[config.mk]
export PLATFORM = sky130hd
export DESIGN_NAME = bit_serializer
export DESIGN_NICKNAME = d
export VERILOG_FILES = /design/src/rtl/bit_serializer.sv
export SDC_FILE = /design/constraint.sdc
export NUM_CORES = 1
export LEC_CHECK = 0
export BUFFER_PORTS_ARGS = -buffer_cell sky130_fd_sc_hd__buf_2
export CAP_MARGIN = 15
export CORE_ASPECT_RATIO = 1.1
export CORE_UTILIZATION = 50
export CTS_BUF_LIST = sky130_fd_sc_hd__clkbuf_8 sky130_fd_sc_hd__clkbuf_16
export CTS_CLUSTER_DIAMETER = 80
export DETAILED_ROUTE_END_ITERATION = 8
export MAX_ROUTING_LAYER = met4
export PLACE_DENSITY = 0.82
export SLEW_MARGIN = 5
export SYNTH_ARGS = -nofsm -noshare
export SYNTH_HDL_FRONTEND = slang
export SYNTH_SLANG_ARGS = --single-unit
[constraint.sdc]
create_clock -name clk -period 2.1 [get_ports clk]
set_input_delay 0.21 -clock clk [delete_from_list [all_inputs] [get_ports clk]]
set_output_delay 0.21 -clock clk [all_outputs]
set_load 0.01 [all_outputs]
[src/rtl/bit_serializer.sv]
// Parallel-to-serial converter, MSB of the valid field first.
// A one-entry holding buffer sits in front of a DATA_W shift register so the
// next word can be queued while the current one is shifting out.
//
// Handshake: in_ready is a registered signal. A word transfers on a rising
// edge where in_valid=1 and in_ready=1. in_ready depends only on buffer
// state, never on in_valid. On the output side, out_valid marks a bit as
// emitted this cycle. stall=1 freezes the shifter, counter and FSM, so out_bit
// holds its value. The buffer can still accept a word while stalled.
module bit_serializer #(
  parameter int DATA_W = 8,
  parameter int LEN_W  = 4
) (
  input  logic              clk,
  input  logic              reset,
  input  logic [DATA_W-1:0] in_data,
  input  logic [LEN_W-1:0]  in_len,
  input  logic              in_valid,
  output logic              in_ready,
  input  logic              stall,
  output logic              out_bit,
  output logic              out_valid,
  output logic              out_first,
  output logic              out_last,
  output logic [15:0]       words_done,
  output logic              dbg_state
);

  localparam logic [0:0] ST_IDLE  = 1'b0;
  localparam logic [0:0] ST_SHIFT = 1'b1;

  localparam logic [LEN_W-1:0] LEN_MAX = LEN_W'(DATA_W);

  logic [0:0]        state_q, state_d;
  logic              buf_full_q, buf_full_d;
  logic [DATA_W-1:0] buf_data_q, buf_data_d;
  logic [LEN_W-1:0]  buf_len_q, buf_len_d;
  logic [DATA_W-1:0] sh_q, sh_d;
  logic [LEN_W-1:0]  cnt_q, cnt_d;
  logic              first_q, first_d;
  logic [15:0]       words_done_q, words_done_d;

  logic              accept;
  logic              shifting;
  logic              last_edge;
  logic              load;
  logic [LEN_W-1:0]  len_clamped;
  logic [LEN_W-1:0]  shamt;

  // Next-state logic for buffer, shifter, counter, FSM and word counter.
  always_comb begin
    accept      = in_valid && !buf_full_q;
    len_clamped = ((in_len == '0) || (in_len > LEN_MAX)) ? LEN_MAX : in_len;
    shifting    = (state_q == ST_SHIFT) && !stall;
    last_edge   = shifting && (cnt_q == LEN_W'(1));
    // A buffered word moves into the shifter either from IDLE or directly on
    // the last bit of the previous word, which keeps len>=2 words gapless.
    load        = !stall && buf_full_q && ((state_q == ST_IDLE) || last_edge);
    // Left-align the valid field so its top bit lands on the shifter MSB.
    shamt       = LEN_MAX - buf_len_q;

    state_d      = state_q;
    buf_full_d   = buf_full_q;
    buf_data_d   = buf_data_q;
    buf_len_d    = buf_len_q;
    sh_d         = sh_q;
    cnt_d        = cnt_q;
    first_d      = first_q;
    words_done_d = words_done_q + (last_edge ? 16'd1 : 16'd0);

    // Accept and load never coincide: load needs a full buffer, accept an empty one.
    if (accept) begin
      buf_full_d = 1'b1;
      buf_data_d = in_data;
      buf_len_d  = len_clamped;
    end

    if (load) begin
      buf_full_d = 1'b0;
      sh_d       = buf_data_q << shamt;
      cnt_d      = buf_len_q;
      first_d    = 1'b1;
      state_d    = ST_SHIFT;
    end else if (shifting) begin
      sh_d    = sh_q << 1;
      cnt_d   = cnt_q - LEN_W'(1);
      first_d = 1'b0;
      if (last_edge) begin
        state_d = ST_IDLE;
      end
    end
  end

  // State registers; synchronous reset wins over accept, load and shift.
  always_ff @(posedge clk) begin
    if (reset) begin
      state_q      <= ST_IDLE;
      buf_full_q   <= 1'b0;
      buf_data_q   <= '0;
      buf_len_q    <= '0;
      sh_q         <= '0;
      cnt_q        <= '0;
      first_q      <= 1'b0;
      words_done_q <= 16'd0;
    end else begin
      state_q      <= state_d;
      buf_full_q   <= buf_full_d;
      buf_data_q   <= buf_data_d;
      buf_len_q    <= buf_len_d;
      sh_q         <= sh_d;
      cnt_q        <= cnt_d;
      first_q      <= first_d;
      words_done_q <= words_done_d;
    end
  end

  // Outputs are decoded from registered state plus the stall qualifier.
  always_comb begin
    in_ready   = !buf_full_q;
    out_valid  = shifting;
    out_bit    = sh_q[DATA_W-1];
    out_first  = first_q && shifting;
    out_last   = last_edge;
    words_done = words_done_q;
    dbg_state  = state_q[0];
  end

endmodule

**After elaboration in Yosys (flattened, before gate mapping)**

Index checks and enable logic that the tools add are counted.

- Mux-type cells: 11
- Shift operators: 1
- Bitwise gates (word level): 1
- Magnitude comparators: 1
- Reduce and logical (&&, ||, !) cells: 15
- Add/sub/neg operators: 3
- Equality and inequality tests: 1

Operator list:

| cell | count |
|---|---|
| 16-bit by 1-bit adder with 16-bit output | 1 |
| 8-bit two-way mux | 2 |
| 4-bit two-way mux | 3 |
| 8-bit by 4-bit << shifter with 8-bit output | 1 |
| 1-bit logical AND | 6 |
| 1-bit two-way mux | 6 |
| 4-bit by 1-bit equality test with 1-bit output, second input constant | 1 |
| 4-bit greater-than comparator, second input constant | 1 |
| 4-bit logical NOT | 1 |
| 2-bit nonzero test | 2 |
| 4-bit by 1-bit subtractor with 4-bit output, second input constant | 1 |
| 4-bit subtractor, first input constant | 1 |
| 1-bit logical NOT | 2 |
| 1-bit logical OR | 2 |
| 2-bit AND reduction | 1 |
| 2-bit OR reduction | 1 |
| 1-bit inverter | 1 |

- Output and inout bits: 22
- Input bits: 16
- Bits in registers: 43
- Logic and storage cells: 41

**Logic depth before layout (Yosys ltp)**

Gate-level depths: netlist of the first run.

- Word-level depth: 7
- Depth in mapped cells: 11
- Gate-level depth less buffers: 10

**Worst setup path after synthesis of the first run**

OpenSTA, ideal clock, no wires.

- Path kind: reg-to-reg
- From: register buf_len_q[0]
- To: register sh_q[7]
- Cell stages (with the launch flop): 8
- Setup slack: -108 ps
- Arrival: 2123 ps
- Period minus slack after synthesis: 2208 ps
- Cell sequence: dfxtp_1 buf_2 inv_1 ha_1 xor2_1 mux4_1 a2bb2oi_1 a211oi_1

- Word-level cells in the longest chain between the ends: 3

RTL lines:

| element | RTL line | text |
|---|---|---|
| start: declaration | 37 | `logic [LEN_W-1:0] buf_len_q, buf_len_d;` |
| start signal: assignment | 109 | `buf_len_q <= buf_len_d;` |
| 4-bit subtractor | 60 | `shamt = LEN_MAX - buf_len_q;` |
| 8-bit by 4-bit << shifter with 8-bit output | 80 | `sh_d = buf_data_q << shamt;` |
| 8-bit two-way mux | 78 | `if (load) begin` |
| end signal: assignment | 101 | `sh_q <= '0;` |
| end signal: assignment | 110 | `sh_q <= sh_d;` |
| end: declaration | 38 | `logic [DATA_W-1:0] sh_q, sh_d;` |

Every way passes these cells.
A chain may end at the register's enable or synchronous reset.

**Worst setup path after layout of the first run**

- From: register cnt_q[1]
- To: register cnt_q[1]

- Word-level cells in the longest chain between the ends: 5
- Elaborated cells on any way between the ends: 8

RTL lines:

| element | RTL line | text |
|---|---|---|
| start: declaration | 39 | `logic [LEN_W-1:0] cnt_q, cnt_d;` |
| start signal: assignment | 111 | `cnt_q <= cnt_d;` |
| branches (longest 5 deep; another with 4-bit by 1-bit subtractor with 4-bit output) | -- |  |

Several ways; the timed one is not identified. The select of a mux whose other input is x is not followed.

==> results.toml, run 1 <==
[synthesis]
yosys_warnings = 0
syn_avg_cell_area_um2 = 8.477
syn_area_um2 = 2145
netlist_top_cells_count = "43 x dfxtp_1, 39 x nand2_1, 31 x nor2_1"
synth_most_common_cell = "dfxtp_1"
ys_ff_latch = 43
synth-async-reset-ratio = 0
synthTopCellsByArea = "dfxtp_1 40%, nand2_1 6.8%, nor2_1 5.4%"
synthFlopType = "dfxtp_1"
ys_types = 40
synth_top_area_cell = "dfxtp_1"
synth_top_cell_area_share = 0.4014
syn_inst = 253
synth_edf_count = 0
synth_fp_nets = 274
ys_seq_area_frac = 0.4014

[worst_setup_path]
start_kind = "flip-flop"
cp.arrival_ps = 2150
cp_max_fo = 10
end_kind = "flip-flop"
path_class = "flip-flop to flip-flop"
required_ps = 2250

[clock_tree]
cts-root-buf = "clkbuf_8"
cts.path.max_buffers = 2
cts_sinks = 43
clk_pin_slew_worst_paths_ps = 80
cts_made_buffers = 5
tritoncts = "done"
htree_levels = 2
clock_latency_ps = 290

[grt]
grt_pass1_wl_mm = 7.286
grt_max_degree = 44
antenna_found_initial = 0
grt.total_usage = 0.2080
overflow = 0
grt_pass1_vias = 1639

[pwr]
p_total_uw = 1816
max-vdd-ir-drop_v = 0.0004782
power_density_nw_per_um2 = 690.0
leakage_uw = 0.001073

[floorplanning]
io_pins = 38
fp.dieH_um = 70.69
die_area_um2 = 4555
start_util = 0.5330
rows = 24
core_um2 = 4024
die_w_um = 64.45

[route]
num_vias = 1873
viasPerCell = 5.321
drt-total-wl_mm = 4.466
firstDrtPassIters = 4
drc = 0
drtIter0Drc = 52
wire_per_inst_um = 12.69
ant_nets = 0

[sta]
finalHoldViolCount = 0
max_freq_mhz = 501.4
setup_viol = 0
worst_pin_slew_ps = 745.7
slew_violations = 0
max_slew_margin = 0.5028
rsz0062_at_grt = "false"
skew_ps = 8.402
finalCritPeriodShare = 0.9498
period_needed_ps = 1995
hold_ws_ps = 147.1

[cells_and_area]
drive_above_1_share = 0.2667
syn2layout_area_growth_pct = 22.75
diodes = 0
fin_nets = 320
fin_util = 0.6542

[outcome]
status = "finished clean"

[placement]
hpwl_mm = 3.118
gp_congestion = 0.8400
numPortBuffers = 37

[worst_hold_path]
hp-class = "input pin to flip-flop"

[flow_run]
drv_cap = 0
## layout make-up
| class | count | area, µm² |
|---|---|---|
| sequential | 43 | 863.3 |
| clock inverter | 2 | 35.03 |
| multi-input combinational | 190 | 1255 |
| timing repair buffer | 53 | 309.0 |
| fill | 338 | 1391 |
| tap | 52 | 65.06 |
| inverter | 6 | 22.52 |
| clock buffer | 6 | 82.58 |
## critical path, stage by stage (launching register included)
cell,delay (ps)
dfxtp_2,330
inv_2,70
ha_4,120
or3b_4,390
buf_6,150
buf_4,140
a21oi_2,150
buf_4,180
nor3_1,50
a221oi_1,200
nor2_1,60
## cell families (layout without fill, tap and decap cells)
| logic type | count (synthesis) | after routing | synth area share |
|---|---|---|---|
| and+or+nand+nor | 115 | 115 | 0.2590 |
| muxes | 12 | 12 | 0.06943 |
| buffers and inverters | 20 | 67 | 0.04784 |
| xor gates and xnor gates | 17 | 17 | 0.06943 |
| DFF | 43 | 43 | 0.4014 |
| AOI/OAI and AO/OA | 41 | 41 | 0.1237 |
| adders and majority gates | 5 | 5 | 0.02917 |
## layer usage
layer / vias to the layer above / track usage / part of all wire
met5: - / - / 0
met4: 0 / 0.06173 / 0.013
met3: 7 / 0.05806 / 0.043
met2: 48 / 0.3485 / 0.50
met1: 854 / 0.2404 / 0.45
li1: 964 / - / -
## final timing paths
path,end,cells past startpoint,slack [ps],start
worst max register to register,cnt_q[1]$_SDFFE_PP0P_,10,110,cnt_q[1]$_SDFFE_PP0P_
worst min register to register,first_q$_SDFFE_PP0P_,2,450,first_q$_SDFFE_PP0P_
worst min-delay path,buf_data_q[4]$_SDFFE_PP0P_,3,150,in_data[4]
worst max-delay path,cnt_q[1]$_SDFFE_PP0P_,10,110,cnt_q[1]$_SDFFE_PP0P_
## per-stage QoR
step	area [µm²]	TNS, ps	cells	setup slack (ps)
floorplan	2158	0	253	11.53
global placement	2420	0	341	56.18
detailed placement	2420	-44.94	341	-35.40
CTS	2545	0	349	4.989
global route	2633	0	352	4.226
finish	2633	0	352	105.4
## state kept, by name, summed over array words and instances (netlist names)
| signal | flops |
|---|---|
| buf_data_q | 8 |
| dbg_state | 1 |
| cnt_q | 4 |
| buf_len_q | 4 |
| first_q | 1 |
| sh_q | 8 |
| buf_full_q | 1 |
| words_done | 16 |
## power breakdown
| part | internal [µW] | switching [µW] |
|---|---|---|
| sequential | 852 | 30.6 |
| clock | 385 | 273 |
| combinational | 133 | 143 |
| total | 1370 | 447 |
## cells in the final DEF, fill, tap and decap left out, types with 7 or more instances in the layout
cell / synthesis / layout
dfxtp_1: 43 / 41
nand2_1: 39 / 39
buf_2: 1 / 37
nor2_1: 31 / 29
a21oi_1: 19 / 19
buf_4: 3 / 15
xor2_1: 12 / 11
mux2i_1: 10 / 10
nor3_1: 9 / 9
nand3_1: 8 / 7
## repair_timing
| action | in CTS | in global routing |
|---|---|---|
| hold buffers | 0 | 0 |
| buffers inserted | 0 | 3 |
| endpoints found under the setup margin | 5 | 12 |
| pin swaps | 0 | 7 |
| gates resized for setup | 2 | 16 |
Power figures use the tool's default switching activity.
==> run 2, diff against run 1 <==
--- a/config.mk
+++ b/config.mk
@@ -7,7 +7,7 @@
 export LEC_CHECK = 0
 export BUFFER_PORTS_ARGS = -buffer_cell sky130_fd_sc_hd__buf_2
 export CAP_MARGIN = 15
-export CORE_ASPECT_RATIO = 1.1
+export CORE_ASPECT_RATIO = 1.75
 export CORE_UTILIZATION = 50
 export CTS_BUF_LIST = sky130_fd_sc_hd__clkbuf_8 sky130_fd_sc_hd__clkbuf_16
 export CTS_CLUSTER_DIAMETER = 80
==> results.toml, run 2 (same netlist as run 1, synthesis figures left out) <==
[pwr]
power_density_nw_per_um2 = 650.0
max-vdd-ir-drop_v = 0.0005143
leakage_uw = 0.001041
p_int_uw = 1203
seqPwrFrac = 0.533
p_total_uw = 1657
power.share.clock = 0.311
swShare = 0.2739
comb_power_share = 0.156
power.switching_uw = 453.8

[sta]
fin_ws_ps = 127.5
hold_ws_ps = 136.5
finalCritPeriodShare = 0.9393
slew_violations = 0
setup_viol = 0
rsz0062_at_grt = "false"
worst_pin_slew_ps = 778.2
finalHoldViolCount = 0
max_freq_mhz = 507.0
skew_ps = 5.118
max_slew_margin = 0.4812
period_needed_ps = 1972
setup_tns_ps = 0

[floorplanning]
start_util = 0.5216
die_area_um2 = 4565
core_um2 = 4111
die_w_um = 51.51
rows = 31
fp.dieH_um = 88.64
io_pins = 38

[clock_tree]
cts-root-buf = "clkbuf_8"
htree_levels = 2
tritoncts = "done"
cts_sinks = 43
cts_hold_buf = 0
cts_made_buffers = 5
clock_latency_ps = 300
clk_pin_slew_worst_paths_ps = 80
cts.path.max_buffers = 2

[worst_setup_path]
reg2reg_slack_ps = 130
cpLargestDelayFamily = "simple AND/OR/NAND/NOR gates"
path_class = "flip-flop to flip-flop"
path_buf_inv = 2
required_ps = 2260
rr_worst_depth = 8
cp_max_fo = 6
end_kind = "flip-flop"
cp_slowest_cell = "or3b_4"
cpPeakStageDelay_ps = 380
cp.arrival_ps = 2140
r2r-end = "words_done[15]$_SDFF_PP0_"
rr_startpoint = "cnt_q[1]$_SDFFE_PP0P_"
start_kind = "flip-flop"
path_cells = "inv_2, ha_1, or3b_4, buf_4, nor4_4, nand4_1, xor2_1, nor2_1"

[route]
viasPerCell = 5.545
ant_nets = 0
drt-total-wl_mm = 4.447
wire_per_inst_um = 12.82
drtIter0Drc = 40
firstDrtPassIters = 4
num_vias = 1924
drc = 0

[cells_and_area]
largest_reg_flops = 16
final_common_cell = "dfxtp_1"
syn2layout_area_growth_pct = 18.84
fin_util = 0.6199
num-fill-cells = 382
layout_common_cells = "42 x dfxtp_1, 39 x nand2_1, 37 x buf_2, 30 x nor2_1, 19 x a21oi_1"
diodes = 0
fin_nets = 318
drive_above_1_share = 0.2517

[grt]
overflow = 0
grt_pass1_vias = 1868
grt_max_degree = 44
grt.total_usage = 0.2278
antenna_found_initial = 0
grt_pass1_wl_mm = 7.583

[worst_hold_path]
holdPathStages = 3
hp-class = "input pin to flip-flop"
min_to = "buf_data_q[3]$_SDFFE_PP0P_"
min_from = "in_data[3]"

[placement]
place_ws_ps = 34.16
gp_congestion = 0.8976
numPortBuffers = 37
hpwl_mm = 3.259

[outcome]
status = "finished clean"

[flow_run]
drv_cap = 0
==> run 2: layout make-up <==
class / count / area (µm²) / share of cell area
multi-input cells: 190 / 1229 / 0.4821
flip-flops and latches: 43 / 862.1 / 0.3382
repair buffers: 51 / 290.3 / 0.1139
clock buffers: 5 / 68.82 / 0.02700
well taps: 49 / 61.31 / 0.02406
inverters: 6 / 22.52 / 0.008837
clock inverters: 3 / 15.01 / 0.005891
==> run 2: worst max path at each step <==
stage	start	end	slack, ps	cells after the start
2_1_floorplan	buf_len_q[0]$_SDFFE_PP0P_	sh_q[7]$_SDFFE_PP0P_	10	8
3_3_place_gp	cnt_q[1]$_SDFFE_PP0P_	words_done[13]$_SDFF_PP0_	120	9
3_5_place_dp	buf_len_q[0]$_SDFFE_PP0P_	sh_q[7]$_SDFFE_PP0P_	30	6
6_report	cnt_q[1]$_SDFFE_PP0P_	words_done[15]$_SDFF_PP0_	130	8
5_1_grt	cnt_q[1]$_SDFFE_PP0P_	sh_q[6]$_SDFFE_PP0P_	6	8
4_1_cts	buf_len_q[0]$_SDFFE_PP0P_	sh_q[7]$_SDFFE_PP0P_	20	6
==> run 2: layer usage <==
layer,routed length [µm],GRT usage
met1,1688,0.1940
met2,2461,0.4427
met3,173,0.04639
met4,125,0.1179
met5,0,-
==> run 2: worst reg2reg max path: stages, from the launching register on <==
cell     delay [ps]
dfxtp_2         340
inv_2            60
ha_1            130
or3b_4          380
buf_4           180
nor4_4          370
nand4_1         180
xor2_1          160
nor2_1           50
==> run 2: what timing repair did <==
| action | 4_1_cts | 5_1_grt |
|---|---|---|
| setup buffers | 0 | 2 |
| resized for setup | 0 | 11 |
| setup endpoints to repair | 0 | 14 |
==> run 2: stage by stage <==
step / instance area (µm²) / std cells
after CTS: 2492 / 345
final: 2549 / 347
after global placement: 2409 / 337
after global routing: 2549 / 347
after detailed placement: 2409 / 337
after floorplan: 2158 / 253
==> run 2: power by group through the flow <==
stage / sequential, µW / combinational (µW) / clock (µW)
after global placement: 898 / 242 / 0
final: 883 / 259 / 515
after global routing: 889 / 290 / 564
after CTS: 882 / 252 / 530
after floorplan: 893 / 189 / 0
after detailed placement: 901 / 250 / 0
==> run 3, diff against run 2 <==
--- a/config.mk
+++ b/config.mk
@@ -7,12 +7,13 @@
 export LEC_CHECK = 0
 export BUFFER_PORTS_ARGS = -buffer_cell sky130_fd_sc_hd__buf_2
 export CAP_MARGIN = 15
+export CELL_PAD_IN_SITES_DETAIL_PLACEMENT = 0
+export CELL_PAD_IN_SITES_GLOBAL_PLACEMENT = 1
 export CORE_ASPECT_RATIO = 1.75
-export CORE_UTILIZATION = 50
+export CORE_UTILIZATION = 37
 export CTS_BUF_LIST = sky130_fd_sc_hd__clkbuf_8 sky130_fd_sc_hd__clkbuf_16
 export CTS_CLUSTER_DIAMETER = 80
 export DETAILED_ROUTE_END_ITERATION = 8
-export MAX_ROUTING_LAYER = met4
 export PLACE_DENSITY = 0.82
 export SLEW_MARGIN = 5
 export SYNTH_ARGS = -nofsm -noshare
==> results.toml, run 3 (same netlist as run 1, synthesis figures left out) <==
[clock_tree]
htree_levels = 2
clock_latency_ps = 290
cts-root-buf = "clkbuf_8"
cts.path.max_buffers = 2
clk_pin_slew_worst_paths_ps = 80
tritoncts = "done"
cts_made_buffers = 5
cts_hold_buf = 0
cts_sinks = 43

[placement]
place_area_um2 = 2450
gp_congestion = 0.8141
numPortBuffers = 37
hpwl_mm = 3.360

[cells_and_area]
diodes = 0
fin_nets = 318
final_common_cell = "dfxtp_1"
largest_reg_flops = 16
num-fill-cells = 606
drive_above_1_share = 0.2450
layout_common_cells = "42 x dfxtp_1, 39 x nand2_1, 37 x buf_2, 31 x nor2_1, 19 x a21oi_1"
syn2layout_area_growth_pct = 20.30
fin_area_um2 = 2580
ff_latch_area_um2 = 862.1
multi_input_area_um2 = 1206

[sta]
setup_viol = 0
hold_ws_ps = 142.2
slew_violations = 0
finalHoldViolCount = 0
worst_pin_slew_ps = 792.5
skew_ps = 10.30
finalCritPeriodShare = 0.9408
max_slew_margin = 0.4717
period_needed_ps = 1976
max_freq_mhz = 506.2

[route]
wire_per_inst_um = 11.91
firstDrtPassIters = 4
drc = 0
ant_nets = 0
drtIter0Drc = 64
viasPerCell = 5.016
drt-total-wl_mm = 4.454
num_vias = 1876

[floorplanning]
core_um2 = 5585
io_pins = 38
start_util = 0.3840
die_w_um = 59.55
die_area_um2 = 6117
rows = 36
fp.dieH_um = 102.7

[grt]
antenna_found_initial = 0
grt_max_degree = 44
grt.total_usage = 0.1571
grt_pass1_vias = 1800
grt_pass1_wl_mm = 7.472
overflow = 0

[pwr]
power.switching_uw = 443.2
p_int_uw = 1271
leakage_uw = 0.001041
max-vdd-ir-drop_v = 0.0004527
power.share.clock = 0.338
power_density_nw_per_um2 = 664.3
swShare = 0.2586
seqPwrFrac = 0.514
comb_power_share = 0.148

[worst_setup_path]
end_kind = "flip-flop"
path_class = "flip-flop to flip-flop"
start_kind = "flip-flop"
required_ps = 2310
cp_max_fo = 10
cp.arrival_ps = 2180

[worst_hold_path]
hp-class = "input pin to flip-flop"

[outcome]
status = "finished clean"

[flow_run]
drv_cap = 0
-- run 3: cell count changes in the layout (fill, tap and decap cells not counted), sizes merged --
| cell | delta |
|---|---|
| clkinvlp | +1 |
| clkinv | -3 |
| clkbuf | +2 |
-- run 3: critical path: stages, from the launching register on --
cell       delay (ps)
dfxtp_1           340
inv_1              60
ha_2              450
mux2i_1           150
mux4_1            520
a2bb2oi_1         160
a211oi_1          220
-- run 3: metal layers --
layer	global-route usage	part of all wire	up-vias
met3	0.02258	0.029	7
met1	0.1503	0.39	869
met4	0.05725	0.013	0
li1	-	-	959
met2	0.3207	0.57	41
met5	0	0	-
-- run 3: worst paths after layout --
path	start	to	slack, ps	cells after the start
worst max-delay path	buf_len_q[0]$_SDFFE_PP0P_	sh_q[7]$_SDFFE_PP0P_	120	6
worst min-delay path	in_data[2]	buf_data_q[2]$_SDFFE_PP0P_	140	3
worst max register to register	buf_len_q[0]$_SDFFE_PP0P_	sh_q[7]$_SDFFE_PP0P_	120	6
worst min register to register	buf_data_q[6]$_SDFFE_PP0P_	buf_data_q[6]$_SDFFE_PP0P_	470	2
-- run 3: cell type report --
cell class              count  area share
multi-input cells         190      0.4675
flip-flops and latches     43      0.3341
repair buffers             51      0.1125
clock buffers               7     0.03734
well taps                  76     0.03686
inverters                   6    0.008729
clock inverters             1    0.002910
-- run 3: metrics by stage --
stage / power, µW / setup TNS, ps / util / setup slack, ps / cells
6_report: 1714 / 0 / 0.4619 / 124.4 / 374
5_1_grt: 1806 / -5.060 / 0.4619 / -5.060 / 374
4_1_cts: 1737 / 0 / 0.4572 / 10.21 / 373
3_5_place_dp: 1156 / 0 / 0.4386 / 31.21 / 365
3_3_place_gp: 1149 / 0 / 0.4386 / 71.76 / 365
2_1_floorplan: 1083 / 0 / - / 11.53 / 253
-- run 3: timing repair --
item | in CTS | in global routing
gates resized for setup | 0 | 7
endpoints found under the setup margin | 0 | 10
buffers inserted | 0 | 1
-- run 3: power by group through the flow --
stage / clock network, µW / registers [µW] / logic (µW)
global route: 633 / 888 / 285
CTS: 600 / 881 / 256
floorplan: 0 / 893 / 189
detailed placement: 0 / 901 / 255
finish: 579 / 881 / 254
global placement: 0 / 899 / 249
